## src/rtl/datapoint_buffer_arbiter.sv

```systemverilog
// Arbitrates the single-port datapoint buffer between host writes and a read-burst streamer.
// Optional: define DPBUF_WR_INTERLEAVE_EN to accept host writes while a beat is held.
module datapoint_buffer_arbiter #(
  parameter int ADDR_W = 10,
  parameter int DATA_W = 16,
  parameter int LEN_W  = ADDR_W + 1
) (
  input  logic              clock,
  input  logic              reset,
  input  logic              io_wrValid,
  input  logic [ADDR_W-1:0] io_wrAddr,
  input  logic [DATA_W-1:0] io_wrData,
  output logic              io_wrReady,
  input  logic              io_rdStart,
  input  logic [ADDR_W-1:0] io_rdBase,
  input  logic [LEN_W-1:0]  io_rdLen,
  output logic              io_rdValid,
  output logic [DATA_W-1:0] io_rdData,
  input  logic              io_rdReady,
  output logic              io_rdBusy,
  output logic              io_rdDone,
  output logic              io_memWrEna,
  output logic [ADDR_W-1:0] io_memAddr,
  output logic [DATA_W-1:0] io_memDataIn,
  input  logic [DATA_W-1:0] io_memRdData
);

  typedef enum logic [2:0] {IDLE, RD_ISSUE, RD_CAP, RD_HOLD, DONE} state_t;

  state_t            r_state, w_next;
  logic [ADDR_W-1:0] r_base;
  logic [LEN_W-1:0]  r_len, r_cnt, w_cntInc;
  logic [DATA_W-1:0] r_rdData;
  logic              r_rdValid;
  logic              w_wrReady, w_wrAcc, w_rdAcc;
  logic [ADDR_W-1:0] w_rdAddr;

  assign w_cntInc = r_cnt + 1'b1;
  assign w_rdAddr = r_base + r_cnt[ADDR_W-1:0];
  assign w_rdAcc  = r_rdValid && io_rdReady;

  always_comb begin
    w_next    = r_state;
    w_wrReady = 1'b0;
    case (r_state)
      IDLE: begin
        w_wrReady = !io_rdStart;
        if (io_rdStart) w_next = (io_rdLen == '0) ? DONE : RD_ISSUE;
      end
      RD_ISSUE: w_next = RD_CAP;
      RD_CAP:   w_next = RD_HOLD;
      RD_HOLD: begin
`ifdef DPBUF_WR_INTERLEAVE_EN
        w_wrReady = 1'b1;
`endif
        if (w_rdAcc) w_next = (w_cntInc == r_len) ? DONE : RD_ISSUE;
      end
      DONE:     w_next = IDLE;
      default:  w_next = IDLE;
    endcase
  end

  // Combinational outputs are gated by reset so everything reads 0 while reset is held.
  always_comb begin
    w_wrAcc      = reset && io_wrValid && w_wrReady;
    io_wrReady   = reset && w_wrReady;
    io_memWrEna  = w_wrAcc;
    io_memAddr   = '0;
    io_memDataIn = '0;
    if (w_wrAcc) begin
      io_memAddr   = io_wrAddr;
      io_memDataIn = io_wrData;
    end else if (reset && r_state == RD_ISSUE) begin
      io_memAddr = w_rdAddr;
    end
  end

  assign io_rdBusy  = (r_state != IDLE);
  assign io_rdDone  = (r_state == DONE);
  assign io_rdValid = r_rdValid;
  assign io_rdData  = r_rdData;

  always_ff @(posedge clock or negedge reset) begin
    if (!reset) begin
      r_state   <= IDLE;
      r_base    <= '0;
      r_len     <= '0;
      r_cnt     <= '0;
      r_rdData  <= '0;
      r_rdValid <= 1'b0;
    end else begin
      r_state <= w_next;
      case (r_state)
        IDLE: if (io_rdStart && io_rdLen != '0) begin
          r_base <= io_rdBase;
          r_len  <= io_rdLen;
          r_cnt  <= '0;
        end
        RD_CAP: begin
          r_rdData  <= io_memRdData;
          r_rdValid <= 1'b1;
        end
        RD_HOLD: if (w_rdAcc) begin
          r_cnt     <= w_cntInc;
          r_rdValid <= 1'b0;
        end
        default: ;
      endcase
    end
  end

endmodule
```

## config.mk

```make
export PLATFORM = sky130hd
export DESIGN_NAME = datapoint_buffer_arbiter
export DESIGN_NICKNAME = d
export VERILOG_FILES = /design/src/rtl/datapoint_buffer_arbiter.sv
export SDC_FILE = /design/constraint.sdc
export NUM_CORES = 1
export LEC_CHECK = 0
export ABC_AREA = 1
export CAP_MARGIN = 40
export CORE_ASPECT_RATIO = 1.75
export CORE_UTILIZATION = 45
export CTS_CLUSTER_SIZE = 30
export DETAILED_ROUTE_END_ITERATION = 16
export GPL_TIMING_DRIVEN = 1
export MAX_ROUTING_LAYER = met4
export PLACE_DENSITY_LB_ADDON = 0.15
export SYNTH_ARGS = -nofsm -noshare
export SYNTH_HDL_FRONTEND = slang
export SYNTH_SLANG_ARGS = --single-unit
```

## constraint.sdc

```tcl
create_clock -name clock -period 3 [get_ports clock]
set_input_delay 0.75 -clock clock [delete_from_list [all_inputs] [get_ports clock]]
set_output_delay 0.75 -clock clock [all_outputs]
set_load 0.01 [all_outputs]
```

== Word level (Yosys, flattened, before mapping) ==
Index checks and enable logic that the tools add are counted.

* Register bits: 52

* Mux-type cells: 14
* Reductions and logical operators: 17
* Equality and inequality tests: 8
* Add/subtract/negate cells: 2

{| class="wikitable"
|+ Operators with widths
! operator !! number
|-
| $mux 11 || 2
|-
| $pmux 11 s2 || 1
|-
| $mux 10 || 2
|-
| $mux 16 || 1
|-
| $mux 3 || 4
|-
| $pmux 3 s4 || 1
|-
| $add 11x1->11 const B || 1
|-
| $eq 11x11->1 || 1
|-
| $logic_not 11->1 || 1
|-
| $reduce_bool 11->1 || 1
|-
| $add 10x10->10 || 1
|-
| $eq 3x2->1 const B || 2
|-
| $logic_and 1x1->1 || 6
|-
| $ne 2x2->1 const B || 3
|-
| $reduce_and 2->1 || 3
|-
| $reduce_bool 2->1 || 2
|-
| $eq 3x1->1 const B || 1
|-
| $eq 3x3->1 const B || 1
|-
| $logic_not 3->1 || 1
|-
| $reduce_and 3->1 || 1
|-
| $reduce_bool 3->1 || 1
|-
| $mux 1 || 2
|-
| $pmux 1 s2 || 1
|-
| $logic_not 1->1 || 1
|}

== Longest topological paths before layout ==
Gate-level depths: netlist (run 1).

* Word-level depth: 5
* Mapped depth: 15

== Worst setup path before layout (run 1) ==
No wires, ideal clock.

* Path type: register to output
* From: register r_cnt[0]
* To: output port io_memAddr[6]
* Cell stages (with the launch flop): 10
* Buffers on the path: 0
* Setup slack: 384 ps
* Data arrival time: 1,866 ps
* Required time: 2,250 ps
* Path through: dfrtp_1 ha_1 inv_1 fa_1 o31ai_1 nand2_1 nand2_1 a21oi_1 xor2_1 o21ai_1

* Longest elaborated chain between the ends: 3

{| class="wikitable"
|+ RTL lines
! element !! RTL line !! RTL
|-
| start, declared || 32 || <nowiki>logic [LEN_W-1:0] r_len, r_cnt, w_cntInc;</nowiki>
|-
| start signal, assigned || 104 || <nowiki>r_cnt <= w_cntInc;</nowiki>
|-
| $add 10x10->10 || 39 || <nowiki>assign w_rdAddr = r_base + r_cnt[ADDR_W-1:0];</nowiki>
|-
| $mux 10 || 73 || <nowiki>end else if (reset && r_state == RD_ISSUE) begin</nowiki>
|-
| $mux 10 || 70 || <nowiki>if (w_wrAcc) begin</nowiki>
|-
| end, declared || 23 || <nowiki>output logic [ADDR_W-1:0] io_memAddr,</nowiki>
|}

No other way between the ends.

== Worst setup path after layout (run 1) ==
Same ends and word-level chain as after synthesis.

==> results.md, run 1 <==
* Final instance area at 4690 um^2
* Worst Tran Pin Value at 0.646 ns
* Layout overhead on the synthesized area at 50.5%
* PnR worst setup slack at 0.0628 ns
* Setup Skew at 0.00339 ns
* # port buffers at 114
* Vias per cell at 5.06
* Max Clk Rate at 340 MHz
* Core area at 6590 um^2
* Final wirelength at 8720 um
* Distinct cells, synth at 32
* DRC viols at 0
* Mapped Nets at around 520
* Critical path required time at 2.25 ns
* Worst hold slack at 0.480 ns
* Layout Cells excl Fill at 665
* Max incr delay on CP at roughly 0.36 ns
* DRT Pass-1 Iters at 4
* Critical path arrival at 2.19 ns
* Crit-path leading delay family: adder cells
* Tmin final at 2.94 ns
* Number of global-route vias before repair at 3544
* Share of layout cells above drive strength 1 at 14.1%
* Seq/Total Area, Yosys at 41.7%
* Syn avg cell area at 7.06 um^2
* Site Rows at 39
* Number of DRC violations after detailed-routing iteration 0 at 107
* Max VDD drop at about 0.55 mV
* CP Cell Sequence: ha_2, inv_2, fa_2, o31ai_2, buf_4, nand2_2, nand2_2, a21oi_2, xor2_1, o21ai_1, buf_2
* WL/cell at between 10 and 15 um
* P_leak at 0.00236 uW
* Maximum fanout along the worst path at 3
* CP Launch Type: register
* CTS Buf Count at 5
* Clk_lat worst skew at a little under 0.3 ns
* GP Congestion at 0.966
* Initial antenna violation count at 0
* Most common cell on crit path: nand2_2
* NumNets Final at between 600 and 700
* Max Cap Viol at 0
* Setup WS pre-CTS at -0.297 ns
* Post-Syn Area at 3120 um^2
* Relative slew slack at between 50% and 60%
* Yosys warns at 0
* Crit path max-delay cell type: dfrtp_1
* Setup Crit Path Kind: register to output pin
* First-pass GRT wire length at 14600 um
* Die X at 64.9 um
* Max Root-Sink Buffers at 2
* Most common cell after layout, fill and taps aside: nand2_1
* Via count at between 3000 and 4000
* Placed Cells at 654
* Final hold vios at 0
* Setup violations, final at 0
* Area after DPL at 4510 um^2
* H-Tree Depth at 2
* Post-route ant nets at 0
* CTS tree: done
* Global-route congestion overflow total at 0
* WP buf/inv at 3
* Slew Limit Fails at 0
* CP endpoint kind: output pin
* Antenna fix cells at 0
* Root Driver: clkbuf_16
* DP Wirelength at 6720 um
* Worst Hold Class: register to register
* Status: finished, final reports clean
* I/O pins at between 100 and 150
* Largest net degree at the start of global routing at 53
* Most frequent cells in the layout: 170 x nand2_1, 86 x clkdlybuf4s50_1, 54 x inv_1, 52 x dfrtp_1, 30 x nor2_1
* Initial cell density of the core at between 40% and 50%
* Reg clk slew, reported paths at 0.07 ns
* FF+latch count, synth at 52
* Power Density at 880 nW/um^2
* Gate Count Post-Synth at 442
* Total GRT Usage at 26.3%
* RSZ-0062 raised after global routing: yes
* Clk sink count at 52
* Final worst-path cycle share at 97.9%
* Die ar. at 7280 um^2
* Die Span Y at 112 um
registers in the layout, indices dropped and copies added, names as in the netlist:
register    count
io_rdData      16
io_rdValid      1
r_base         10
r_cnt          11
r_len          11
r_state         3
cell usage after synthesis:
master | count | share of area (%)
nor2_1 | 30 | 3.6
xor2_1 | 4 | 1.1
nand3_1 | 27 | 4.3
nor2_2 | 4 | 0.80
nor2_4 | 2 | 0.72
o22ai_1 | 9 | 1.8
a21o_1 | 1 | 0.24
or2_1 | 1 | 0.20
nor3_1 | 4 | 0.64
or2_2 | 2 | 0.40
buf_2 | 5 | 0.80
o21ai_1 | 19 | 3.0
nor4_1 | 2 | 0.40
inv_2 | 3 | 0.36
buf_6 | 2 | 0.72
nand2_2 | 2 | 0.40
a22o_1 | 1 | 0.28
a32o_1 | 2 | 0.64
nand3_2 | 1 | 0.32
o221ai_1 | 1 | 0.28
o31ai_1 | 1 | 0.24
clkbuf_1 | 4 | 0.48
ha_1 | 10 | 4.0
nand4_1 | 8 | 1.6
nor3_2 | 1 | 0.32
inv_1 | 55 | 6.6
nand2_1 | 172 | 21
dfrtp_1 | 52 | 42
o21ai_0 | 5 | 0.80
fa_1 | 1 | 0.64
clkinv_1 | 1 | 0.12
a21oi_1 | 10 | 1.6
kinds of logic (layout without fill, tap and decap cells):
group	after synthesis	in the layout	share of synthesized area, %
xor gates and xnor gates	4	4	1.12
buffers and inverters	70	211	9.11
AOI/OAI and AO/OA	49	49	8.95
adders and majority gates	11	11	4.65
DFF	52	52	41.7
and+or+nand+nor	256	256	34.5
cell type report:
class | instances | area (um^2)
clock inverters | 1 | 7.51
well taps | 82 | 103
multi-input cells | 320 | 1620
repair buffers | 143 | 1280
fillers | 555 | 1890
inverters | 59 | 224
flip-flops and latches | 52 | 1300
repair inverters | 1 | 7.51
clock buffers | 7 | 143
metal layers:
layer	GRT usage (%)	routed length (um)	up-vias
li1	-	-	1672
met1	23.6	3100	1544
met2	51.0	4850	118
met3	2.85	418	28
met4	13.9	342	0
met5	-	0	-
stage by stage:
| stage | power, uW | TNS (ns) | util, % |
|---|---|---|---|
| finish | 4130 | 0 | 71.2 |
| floorplan | 2520 | 0 | - |
| CTS | 4060 | 0 | 71.0 |
| global placement | 3350 | -4.99 | 68.5 |
| detailed placement | 3430 | -5.64 | 68.5 |
| global route | 4500 | -0.0469 | 71.2 |
final timing paths:
check	slack, ns	startpoint	endpoint	cells past startpoint
worst max-delay path	0.06	r_cnt[0]	io_memAddr[6]	11
worst min-delay path	0.48	io_rdData[3]	io_rdData[3]	2
worst max register to register	0.87	r_cnt[0]	r_state[0]	16
worst min register to register	0.48	io_rdData[3]	io_rdData[3]	2
max in group asynchronous	1.99	reset	r_cnt[5]	2
min in group asynchronous	0.58	reset	io_rdData[14]	2
power breakdown:
| group | leakage [uW] | internal (uW) | switching [uW] |
|---|---|---|---|
| registers | 0.000655 | 1030 | 249 |
| clock network | 0.0000701 | 333 | 249 |
| logic | 0.00163 | 1060 | 1210 |
worst min-delay path, stage by stage, from the launching register on:
cell	delay, ns
dfrtp_1	0.34
nand2_1	0.05
nand2_1	0.05
what timing repair did:
item,CTS,global route
setup buffers,1,1
cloned,1,0
hold buffers,0,0
pin swaps,1,6
gates resized for setup,39,39
endpoints found under the setup margin,27,19
Note: power is estimated with default switching activity, not from simulation.
==> run 2, diff against run 1 <==
- CORE_MARGIN: unset -> 1
==> results of run 2 <==
Same layout as run 1: the final DEF is identical, and so are final timing and power.
==> run 3, diff against run 2 <==
- ABC_AREA: 1 -> unset
- CORE_MARGIN: 1 -> 1.5
==> results.md, run 3 <==
* CP endpoint kind: output pin
* Max Clk Rate at 331 MHz (-2.7%)
* Synth Flop Type: dfrtp_1
* H-Tree Depth at 2 (unchanged)
* Initial antenna violation count at 0 (unchanged)
* Total GRT Usage at 22.1% (-4.2 points)
* Synth top area cells: dfrtp_1 41%, mux2_2 13%, ha_1 3.9%
* Overall Power at 3510 uW (-15%)
* Clk_lat worst skew at 0.29 ns (about the same)
* Global-route congestion overflow total at 0 (unchanged)
* Failing checks: negative setup slack
* Seq/Total Area, Yosys at 41.0% (-0.71 points)
* Critical path required time at 2.25 ns (about the same)
* Distinct cells, synth at 50 (+56%)
* # port buffers at 114 (unchanged)
* Via count at 2766 (-18%)
* First-pass GRT wire length at 12600 um (-13%)
* RSZ-0062 raised after global routing: yes
* Async SR Flop Fraction at 100% (unchanged)
* CP Cell Sequence: ha_2, inv_2, fa_2, nor2b_1, o21ai_1, nand2b_1, a21o_1, a31oi_2, mux2_4, nand2_2, buf_6
* NumNets Final at 529 (-20%)
* Max VDD drop at 0.701 mV (+27%)
* Setup Skew at 0.00296 ns (-0.000431 ns)
* Mapped Nets at 382 (-27%)
* Largest register FFs at 16 (unchanged)
* Crit-path leading delay family: compound AO/OA/AOI/OAI gates
* FF+latch count, synth at 52 (unchanged)
* PnR worst setup slack at -0.0189 ns (-0.0817 ns)
* DP Wirelength at 5820 um (-13%)
* Number of DRC violations after detailed-routing iteration 0 at 74 (-31%)
* Reg clk slew, reported paths at 0.06 ns (about the same)
* Worst Hold Class: register to register
* Die Span Y at 114 um (+1.7%)
* Crit path max-delay cell type: dfrtp_1
* I/O pins at 115 (unchanged)
* DRC viols at 0 (unchanged)
* Final worst-path cycle share at 101% (+2.7 points)
* Site Rows at 40 (+2.6%)
* Gate Count Post-Synth at 303 (-31%)
* Largest net degree at the start of global routing at 53 (unchanged)
* Setup violations, final at 1 (+1)
* Max Root-Sink Buffers at 2 (unchanged)
* Share of the synthesized area in the top cell type at 41.0% (-0.71 points)
* Post-Syn Area at 3170 um^2 (+1.7%)
* Post-route ant nets at 0 (unchanged)
* Yosys warns at 0 (unchanged)
* Relative slew slack at 57.9% (+0.97 points)
* Max incr delay on CP at 0.39 ns (+0.03 ns)
* Initial cell density of the core at 46.3% (-1.1 points)
* WL/cell at 14.7 um (+12%)
* Syn avg cell area at 10.5 um^2 (+48%)
* EDFF count, synth at 0 (unchanged)
* Slew Limit Fails at 0 (unchanged)
* WP buf/inv at 2 (-1)
* Critical path arrival at 2.27 ns (+0.08 ns)
* CTS Hold Bufs at 0 (unchanged)
* Vias per cell at 5.18 (+2.5%)
* Share of layout cells above drive strength 1 at 25.8% (+12 points)
* Die ar. at 7580 um^2 (+4.1%)
* Top cells by count, synth: 52 x dfrtp_1, 38 x mux2_2, 20 x o21ai_0
* Final instance area at 4850 um^2 (+3.4%)
* CTS tree: done
* Filler cells at 531 (-4.3%)
* Area leader, netlist: dfrtp_1
* Final hold vios at 0 (unchanged)
* Worst hold slack at 0.503 ns (+0.0229 ns)
* TNS Setup at -0.0189 ns (-0.0189 ns)
* P_leak at 0.00227 uW (-3.5%)
* CP Launch Type: register
* Number of global-route vias before repair at 2853 (-19%)
* Status: finished with violations
* Core area at 6860 um^2 (+4.1%)
* Worst Tran Pin Value at 0.631 ns (-0.0146 ns)
* Tmin final at 3.02 ns (+0.0817 ns)
* Die X at 66.5 um (+2.4%)
* Setup Crit Path Kind: register to output pin
* Root Driver: clkbuf_16
* Max Cap Viol at 0 (unchanged)
* Area after DPL at 4540 um^2 (+0.72%)
* GP Congestion at 0.850 (-12%)
* Power Density at 724 nW/um^2 (-18%)
* Final wirelength at 7830 um (-10%)
* Most frequent cell after synthesis: dfrtp_1
* CTS Buf Count at 5 (unchanged)
* Clk sink count at 52 (unchanged)
* Maximum fanout along the worst path at 2 (-1)
* DRT Pass-1 Iters at 4 (unchanged)
* Antenna fix cells at 0 (unchanged)
* Most common cell after layout, fill and taps aside: clkdlybuf4s50_1
* Layout overhead on the synthesized area at 52.9%
* Most frequent cells in the layout: 85 x clkdlybuf4s50_1, 52 x dfrtp_1, 39 x buf_4, 38 x mux2_2, 25 x dlygate4sd2_1
## run 3: final timing paths
path,startpoint,to,cells past startpoint,slack [ns]
max,r_cnt[0],io_memAddr[8],11,-0.02
min,io_rdValid,io_rdValid,1,0.50
max reg2reg,r_cnt[0],r_state[2],9,0.70
min reg2reg,io_rdValid,io_rdValid,1,0.50
max in group asynchronous,reset,io_rdData[15],2,1.92
min in group asynchronous,reset,r_len[0],2,0.64
## run 3: cells by family after synthesis
| group | share of synthesized area (%) |
|---|---|
| simple gates | 17.5 |
| compound gates | 13.2 |
| flops | 41.0 |
| mux | 14.2 |
| buf+inv | 3.79 |
| xor+xnor | 5.80 |
| fa+ha+maj | 4.57 |
## run 3: report_power, final
group	switching, uW	total (uW)	leakage [uW]	internal (uW)
registers	182	1170	0.000645	987
logic	687	1630	0.00154	946
clock network	236	709	0.0000899	473
## run 3: metrics by stage
stage | setup slack (ns) | std cells | utilization [%]
after floorplan | 0.314 | 303 | -
after global placement | -0.179 | 513 | 66.3
after detailed placement | -0.268 | 513 | 66.3
after CTS | -0.129 | 532 | 70.1
after global routing | -0.0974 | 534 | 70.7
final | -0.0189 | 534 | 70.7
## run 3: repair_timing
| action | 4_1_cts | 5_1_grt |
|---|---|---|
| endpoints found under the setup margin | 27 | 4 |
| pin swaps | 8 | 12 |
| gates resized for setup | 46 | 13 |
| gates cloned | 2 | 0 |
| buffers inserted | 10 | 2 |
## run 3: routing by layer
metal	share of wire (%)	track usage, %	up-vias
met5	0	-	-
met2	58	42.5	89
met4	2.1	8.16	0
met3	5.2	3.64	11
met1	35	21.2	1280
li1	-	-	1386
## run 3: cell type report
class                           count  area, um^2  area share, %
Timing Repair Buffer              155        1410           29.1
Inverter                            9        33.8          0.696
Multi-Input combinational cell    227        1810           37.3
Clock buffer                        5         125           2.58
Sequential cell                    52        1300           26.8
Tap cell                           84         105           2.17
Clock inverter                      2        60.1           1.24
## run 3: worst register-to-register path, stage by stage, from the launching register on
cell,delay [ns]
dfrtp_1,0.39
buf_4,0.13
buf_4,0.14
ha_1,0.24
and4_4,0.19
and3_4,0.19
o41ai_2,0.19
o21ai_1,0.10
or4_1,0.54
o22ai_2,0.12
